[src/rtl/led_cap_pkg.sv]
// Shared geometry, row/frame types and helpers for the LED frame capture block.
package led_cap_pkg;

  localparam int unsigned ROWS         = 8;
  localparam int unsigned COLS         = 24;
  localparam int unsigned BITS_PER_ROW = 24;

  typedef logic [BITS_PER_ROW-1:0] row_t;
  typedef row_t [ROWS-1:0]         frame_t;

  function automatic logic is_onehot(logic [ROWS-1:0] v);
    return (v != '0) && ((v & (v - ROWS'(1))) == '0);
  endfunction

endpackage

[src/rtl/sync_edge.sv]
// Two-flop synchronizer with an optional third flop for rising-edge detection.
module sync_edge #(
  parameter int unsigned Width      = 1,
  parameter bit          EdgeDetect = 1'b0
) (
  input  logic             clk,
  input  logic             reset_n,
  input  logic [Width-1:0] d,
  output logic [Width-1:0] q,
  output logic [Width-1:0] rise
);

  logic [Width-1:0] ff1_q, ff2_q;

  always_ff @(posedge clk or negedge reset_n) begin
    if (!reset_n) begin
      ff1_q <= '0;
      ff2_q <= '0;
    end else begin
      ff1_q <= d;
      ff2_q <= ff1_q;
    end
  end

  assign q = ff2_q;

  if (EdgeDetect) begin : g_edge
    logic [Width-1:0] ff3_q;
    always_ff @(posedge clk or negedge reset_n) begin
      if (!reset_n) ff3_q <= '0;
      else          ff3_q <= ff2_q;
    end
    assign rise = ff2_q & ~ff3_q;
  end else begin : g_no_edge
    assign rise = '0;
  end

endmodule

[src/rtl/led_frame_capture.sv]
// Captures 74HC595-style serial LED matrix traffic into whole frames with a valid/ready output.
// Optional shift-count checking is enabled with the LED_CAPTURE_BITCHECK_EN macro.
module led_frame_capture
  import led_cap_pkg::*;
(
  input  logic                 clk,
  input  logic                 reset_n,
  input  logic                 shcp,
  input  logic                 stcp,
  input  logic                 mr,
  input  logic                 oe,
  input  logic                 ds,
  input  logic [ROWS-1:0]      rows_in,
  input  logic                 frame_ready,
  output logic [ROWS*COLS-1:0] frame_out,
  output logic                 frame_valid,
  output logic [7:0]           overflow_cnt,
  output logic                 bit_err
);

  logic            shcp_rise, stcp_rise, mr_s, oe_s, ds_s;
  logic [ROWS-1:0] rows_s;
  logic            unused_shcp_q, unused_stcp_q;
  logic            unused_mr_rise, unused_oe_rise, unused_ds_rise;
  logic [ROWS-1:0] unused_rows_rise;

  sync_edge #(.Width(1), .EdgeDetect(1'b1)) u_sync_shcp (
    .clk(clk), .reset_n(reset_n), .d(shcp), .q(unused_shcp_q), .rise(shcp_rise)
  );
  sync_edge #(.Width(1), .EdgeDetect(1'b1)) u_sync_stcp (
    .clk(clk), .reset_n(reset_n), .d(stcp), .q(unused_stcp_q), .rise(stcp_rise)
  );
  sync_edge #(.Width(1), .EdgeDetect(1'b0)) u_sync_mr (
    .clk(clk), .reset_n(reset_n), .d(mr), .q(mr_s), .rise(unused_mr_rise)
  );
  sync_edge #(.Width(1), .EdgeDetect(1'b0)) u_sync_oe (
    .clk(clk), .reset_n(reset_n), .d(oe), .q(oe_s), .rise(unused_oe_rise)
  );
  sync_edge #(.Width(1), .EdgeDetect(1'b0)) u_sync_ds (
    .clk(clk), .reset_n(reset_n), .d(ds), .q(ds_s), .rise(unused_ds_rise)
  );
  sync_edge #(.Width(ROWS), .EdgeDetect(1'b0)) u_sync_rows (
    .clk(clk), .reset_n(reset_n), .d(rows_in), .q(rows_s), .rise(unused_rows_rise)
  );

  row_t            shift_q, shift_d;
  frame_t          back_q, frame_q;
  logic [ROWS-1:0] row_mask_q;
  logic            valid_q;
  logic [7:0]      ovf_q;
  logic            latch_ok, frame_full, take;

  // Shift happens before latch so a coincident stcp captures the new bit.
  always_comb begin
    shift_d = shift_q;
    if (!mr_s)          shift_d = '0;
    else if (shcp_rise) shift_d = {shift_q[BITS_PER_ROW-2:0], ds_s};
  end

  assign latch_ok   = stcp_rise && !oe_s && is_onehot(rows_s);
  assign frame_full = (row_mask_q == '1);
  assign take       = frame_full && (!valid_q || frame_ready);

  always_ff @(posedge clk or negedge reset_n) begin
    if (!reset_n) begin
      shift_q    <= '0;
      back_q     <= '0;
      row_mask_q <= '0;
      frame_q    <= '0;
      valid_q    <= 1'b0;
      ovf_q      <= '0;
    end else begin
      shift_q    <= shift_d;
      row_mask_q <= (frame_full ? '0 : row_mask_q) | (latch_ok ? rows_s : '0);
      for (int r = 0; r < ROWS; r++) begin
        if (latch_ok && rows_s[r]) back_q[r] <= shift_d;
      end
      if (take) begin
        frame_q <= back_q;
        valid_q <= 1'b1;
      end else begin
        if (valid_q && frame_ready)           valid_q <= 1'b0;
        if (frame_full && ovf_q != 8'hFF)     ovf_q   <= ovf_q + 8'd1;
      end
    end
  end

  assign frame_out    = frame_q;
  assign frame_valid  = valid_q;
  assign overflow_cnt = ovf_q;

`ifdef LED_CAPTURE_BITCHECK_EN
  logic [4:0] bit_cnt_q, bit_cnt_d;
  logic       bit_err_q;

  always_comb begin
    bit_cnt_d = bit_cnt_q;
    if (!mr_s)                               bit_cnt_d = '0;
    else if (shcp_rise && bit_cnt_q != 5'd31) bit_cnt_d = bit_cnt_q + 5'd1;
  end

  always_ff @(posedge clk or negedge reset_n) begin
    if (!reset_n) begin
      bit_cnt_q <= '0;
      bit_err_q <= 1'b0;
    end else if (stcp_rise) begin
      bit_cnt_q <= '0;
      if (bit_cnt_d != 5'(BITS_PER_ROW)) bit_err_q <= 1'b1;
    end else begin
      bit_cnt_q <= bit_cnt_d;
    end
  end

  assign bit_err = bit_err_q;
`else
  assign bit_err = 1'b0;
`endif

endmodule

[config.mk]
export PLATFORM = sky130hd
export DESIGN_NAME = led_frame_capture
export DESIGN_NICKNAME = d
export VERILOG_FILES = /design/src/rtl/led_cap_pkg.sv /design/src/rtl/sync_edge.sv /design/src/rtl/led_frame_capture.sv
export SDC_FILE = /design/constraint.sdc
export NUM_CORES = 1
export LEC_CHECK = 0
export ABC_AREA = 1
export CORE_ASPECT_RATIO = 1.4
export CORE_MARGIN = 1
export CORE_UTILIZATION = 42
export CTS_BUF_LIST = sky130_fd_sc_hd__clkbuf_16
export CTS_CLUSTER_DIAMETER = 200
export DETAILED_ROUTE_END_ITERATION = 7
export DONT_BUFFER_PORTS = 1
export HOLD_SLACK_MARGIN = 0.08
export PLACE_DENSITY_LB_ADDON = 0.3
export SLEW_MARGIN = 30
export SYNTH_ARGS = -nofsm -noshare
export SYNTH_HDL_FRONTEND = slang
export SYNTH_SLANG_ARGS = --single-unit
[constraint.sdc]
create_clock -name clk -period 2.9 [get_ports clk]
set_input_delay 0.435 -clock clk [delete_from_list [all_inputs] [get_ports clk]]
set_output_delay 0.435 -clock clk [all_outputs]
set_load 0.02 [all_outputs]
==> impl_metrics.env <==
export IMPL_insertion_delay_ps=560
export IMPL_die_x_um=179
export IMPL_grt_pass1_vias=13285
export IMPL_ys_ff_latch=453
export IMPL_crit_slowest_cell="dfrtp_1"
export IMPL_netlist_instances=1932
export IMPL_fin_crit_ps=2230
export IMPL_postRouteAntennaNets=0
export IMPL_die_height_um=249
export IMPL_clk_pin_slew_ps=60
export IMPL_nFillCells=4100
export IMPL_grt_max_degree=454
export IMPL_synthDistinctLibCells=24
export IMPL_syn_avg_cell_area_um2=9.49
export IMPL_port_buffers=0
export IMPL_arrival_ps=2680
export IMPL_peakVddDrop_mv=0.461
export IMPL_setup_tns_ps=0
export IMPL_synth_most_common_cell="nand2_1"
export IMPL_relSlewSlack_pct=-0.720
export IMPL_intPower_w=0.00959
export IMPL_hold_viol_final=453
export IMPL_die_area_um2=44500
export IMPL_skew_ps=16.3
export IMPL_clock_fmax_mhz=449
export IMPL_leakage_nw=10.8
export IMPL_rsz0062_at_grt="false"
export IMPL_startpoint_type="flop"
export IMPL_synth_xor_area_share_pct=0.286
export IMPL_fin_crit_sh_pct=76.8
export IMPL_synth_warnings=0
export IMPL_synth_area_mux_share_pct=0
export IMPL_synth_seq_area_share_pct=61.8
export IMPL_path_class="flop to flop"
export IMPL_synthTopCellsByCount="nand2_1, dfrtp_1, nand3_1"
export IMPL_via_per_inst=5.45
export IMPL_final_max_slew_viol_count=38
export IMPL_track_usage_pct=23.1
export IMPL_clock_path_buffers=3
export IMPL_pwr_density_cell_nw_per_um2=619
export IMPL_cpMostUsedCell="nand2_1"
export IMPL_drt_iter0_drc=1228
export IMPL_cp_end_kind="flop"
export IMPL_initial_core_util_pct=42.5
export IMPL_yosys_area_top_type="dfrtp_1"
export IMPL_synth_simple_area_share_pct=30.6
export IMPL_synth_top_family_by_area="simple AND/OR/NAND/NOR gates"
export IMPL_cpPeakStageDelay_ps=460
export IMPL_final_core_util_pct=46.4
export IMPL_cts_tree="built"
export IMPL_synth_cell_area_um2=18300
export IMPL_row_count=90
export IMPL_synth_flop_cell="dfrtp_1"
export IMPL_syn_nets=1949
export IMPL_root_buffer="clkbuf_16"
export IMPL_numCtsBuffers=45
export IMPL_cp_cell_sequence="nand2_1 > nand2_1 > nor2_1 > nand3_1 > nor2_4 > buf_12 > nand3_1 > buf_4 > nand2_1 > nand2_1"
export IMPL_ys_top_cells_by_area="dfrtp_1, nand2_1, nand4_1, nand3_1, buf_6"
export IMPL_via_count=13524
export IMPL_grt_antenna_before_repair=2
export IMPL_async_reset_ff_share_pct=100
export IMPL_drc=0
export IMPL_hp_class="input pin to asynchronous set/reset pin"
export IMPL_drt_first_pass_iters=5
export IMPL_crit_fanout=113
export IMPL_worstMarginPinSlew_ps=1510
export IMPL_hpwl_um=31400
export IMPL_grt_overflow_total=0
export IMPL_run_status="finished, violations left"
export IMPL_cts_sinks=453
export IMPL_grt_pass1_wl_um=79300
export IMPL_gp_routability_congestion=0.794
export IMPL_max_cap_violations=0
export IMPL_layout_cells_non_filler=2481
export IMPL_h_tree_depth=2
export IMPL_yosys_area_top_type_share_pct=61.8
export IMPL_swShare_pct=22.6
export IMPL_power_net_switching_w=0.00281
export IMPL_synth_fa_ha_area_share_pct=0.0682
export IMPL_dp_cells=2383
export IMPL_synth_edf_count=0
export IMPL_drive_above_1_share_pct=7.62
export IMPL_violations="negative hold slack, max-slew violations"
export IMPL_syn_to_final_growth_pct=9.21
export IMPL_p_comb_share_pct=3.1
export IMPL_cts_setup_buffers=0
export IMPL_cts_hold_buf=13
export IMPL_worstPathRequired_ps=3350
export IMPL_routed_wl_um=50800
export IMPL_seq_power_share_pct=52.0
export IMPL_clockPowerShare_pct=44.9
export IMPL_io_pins=218
export IMPL_hold_ws_ps=-400
export IMPL_setup_violations_final=0
export IMPL_nNetsFinal=1908
export IMPL_synth_compound_area_share_pct=1.06
export IMPL_cts_resized=0
export IMPL_core_area_um2=43100
export IMPL_wire_per_inst_um=20.5
[path summary, 6_finish.rpt]
kind	to	from	slack (ps)	cells past startpoint
worst max-delay path	back_q[178]$_DFFE_PN0P_	u_sync_rows.q[5]$_DFF_PN0_	670	10
worst min-delay path	frame_out[132]$_DFFE_PN0P_	reset_n	-400	0
worst max register to register	back_q[178]$_DFFE_PN0P_	u_sync_rows.q[5]$_DFF_PN0_	670	10
worst min register to register	u_sync_stcp.q$_DFF_PN0_	u_sync_stcp.ff1_q$_DFF_PN0_	350	0
max in group asynchronous	back_q[54]$_DFFE_PN0P_	reset_n	2110	0
min in group clk	u_sync_stcp.q$_DFF_PN0_	u_sync_stcp.ff1_q$_DFF_PN0_	350	0
[worst max-delay path: cells and delay by family, from the launching register on]
kind / cells / cell delay [ps]
DFF: 1 / 460
and+or+nand+nor: 8 / 870
buffers and inverters: 2 / 710
[cells in the final DEF, fill, tap and decap left out]
master	Yosys	layout
buf_12	2	6
dlygate4sd3_1	0	13
clkbuf_16	0	47
o21ai_0	38	38
clkinvlp_4	0	2
clkinv_4	0	1
nor2_2	4	22
clkinv_2	0	5
conb_1	1	1
a21oi_1	1	1
nand2_4	0	1
inv_1	10	22
nand4_1	194	194
dfrtp_1	453	453
nand3_1	199	199
xnor2_1	2	2
bufinv_16	0	2
nor3_1	2	2
clkinv_1	0	13
inv_6	0	2
ha_1	1	1
or2_1	1	1
nor2_1	54	33
nand3b_1	3	3
nor2_4	1	4
nand2_1	802	801
buf_4	2	48
nand3_4	7	7
diode_2	0	1
xor2_1	4	4
[cell type report]
type / count / area, µm² / share of cell area, %
sequential: 453 / 11300 / 56.6
multi-input combinational: 1314 / 5960 / 29.7
clock buffer: 47 / 1180 / 5.87
tap: 552 / 691 / 3.45
timing repair buffer: 67 / 611 / 3.05
clock inverter: 37 / 215 / 1.07
inverter: 10 / 42.5 / 0.212
antenna: 1 / 2.50 / 0.0125
[per-layer routing]
metal	routed length (µm)	vias up	GRT usage, %	part of all wire, %
met5	0	-	0	0
met1	21200	6640	31.4	42
met4	1950	0	9.49	3.8
li1	-	6306	-	-
met2	24000	477	35.8	47
met3	3670	101	4.76	7.2
[metrics by stage]
step                setup slack [ps]  total power, W  cell area (µm²)
floorplan                       1250         0.00678            18300
global placement                 704         0.00692            18500
detailed placement               686         0.00692            18500
CTS                              665          0.0125            20000
global route                     439          0.0128            20000
finish                           672          0.0124            20000
[flip-flops by register name, summed over array words and instances (netlist names), 8 cells and up]
name and flops:
shift_q 24, back_q 192, u_sync_rows.q 8, u_sync_rows.ff1_q 8
frame_out 192, row_mask_q 8, overflow_cnt 8
[cells by family (layout without fill, tap and decap cells)]
kind of cell    count (synthesis)  in the layout
compound gates                 39             39
xor+xnor                        6              6
fa+ha+maj                       1              1
buf+inv                       165            161
flops                         453            453
other cells                     1              2
simple gates                 1267           1267
[power by group through the flow]
stage | sequential, W | clock, W | combinational (W)
after floorplan | 0.00654 | 0 | 0.000245
after global placement | 0.00656 | 0 | 0.000362
after detailed placement | 0.00656 | 0 | 0.000365
after CTS | 0.00644 | 0.00570 | 0.000381
after global routing | 0.00644 | 0.00594 | 0.000413
final | 0.00644 | 0.00557 | 0.000389
(Power assumes the default switching activity.)
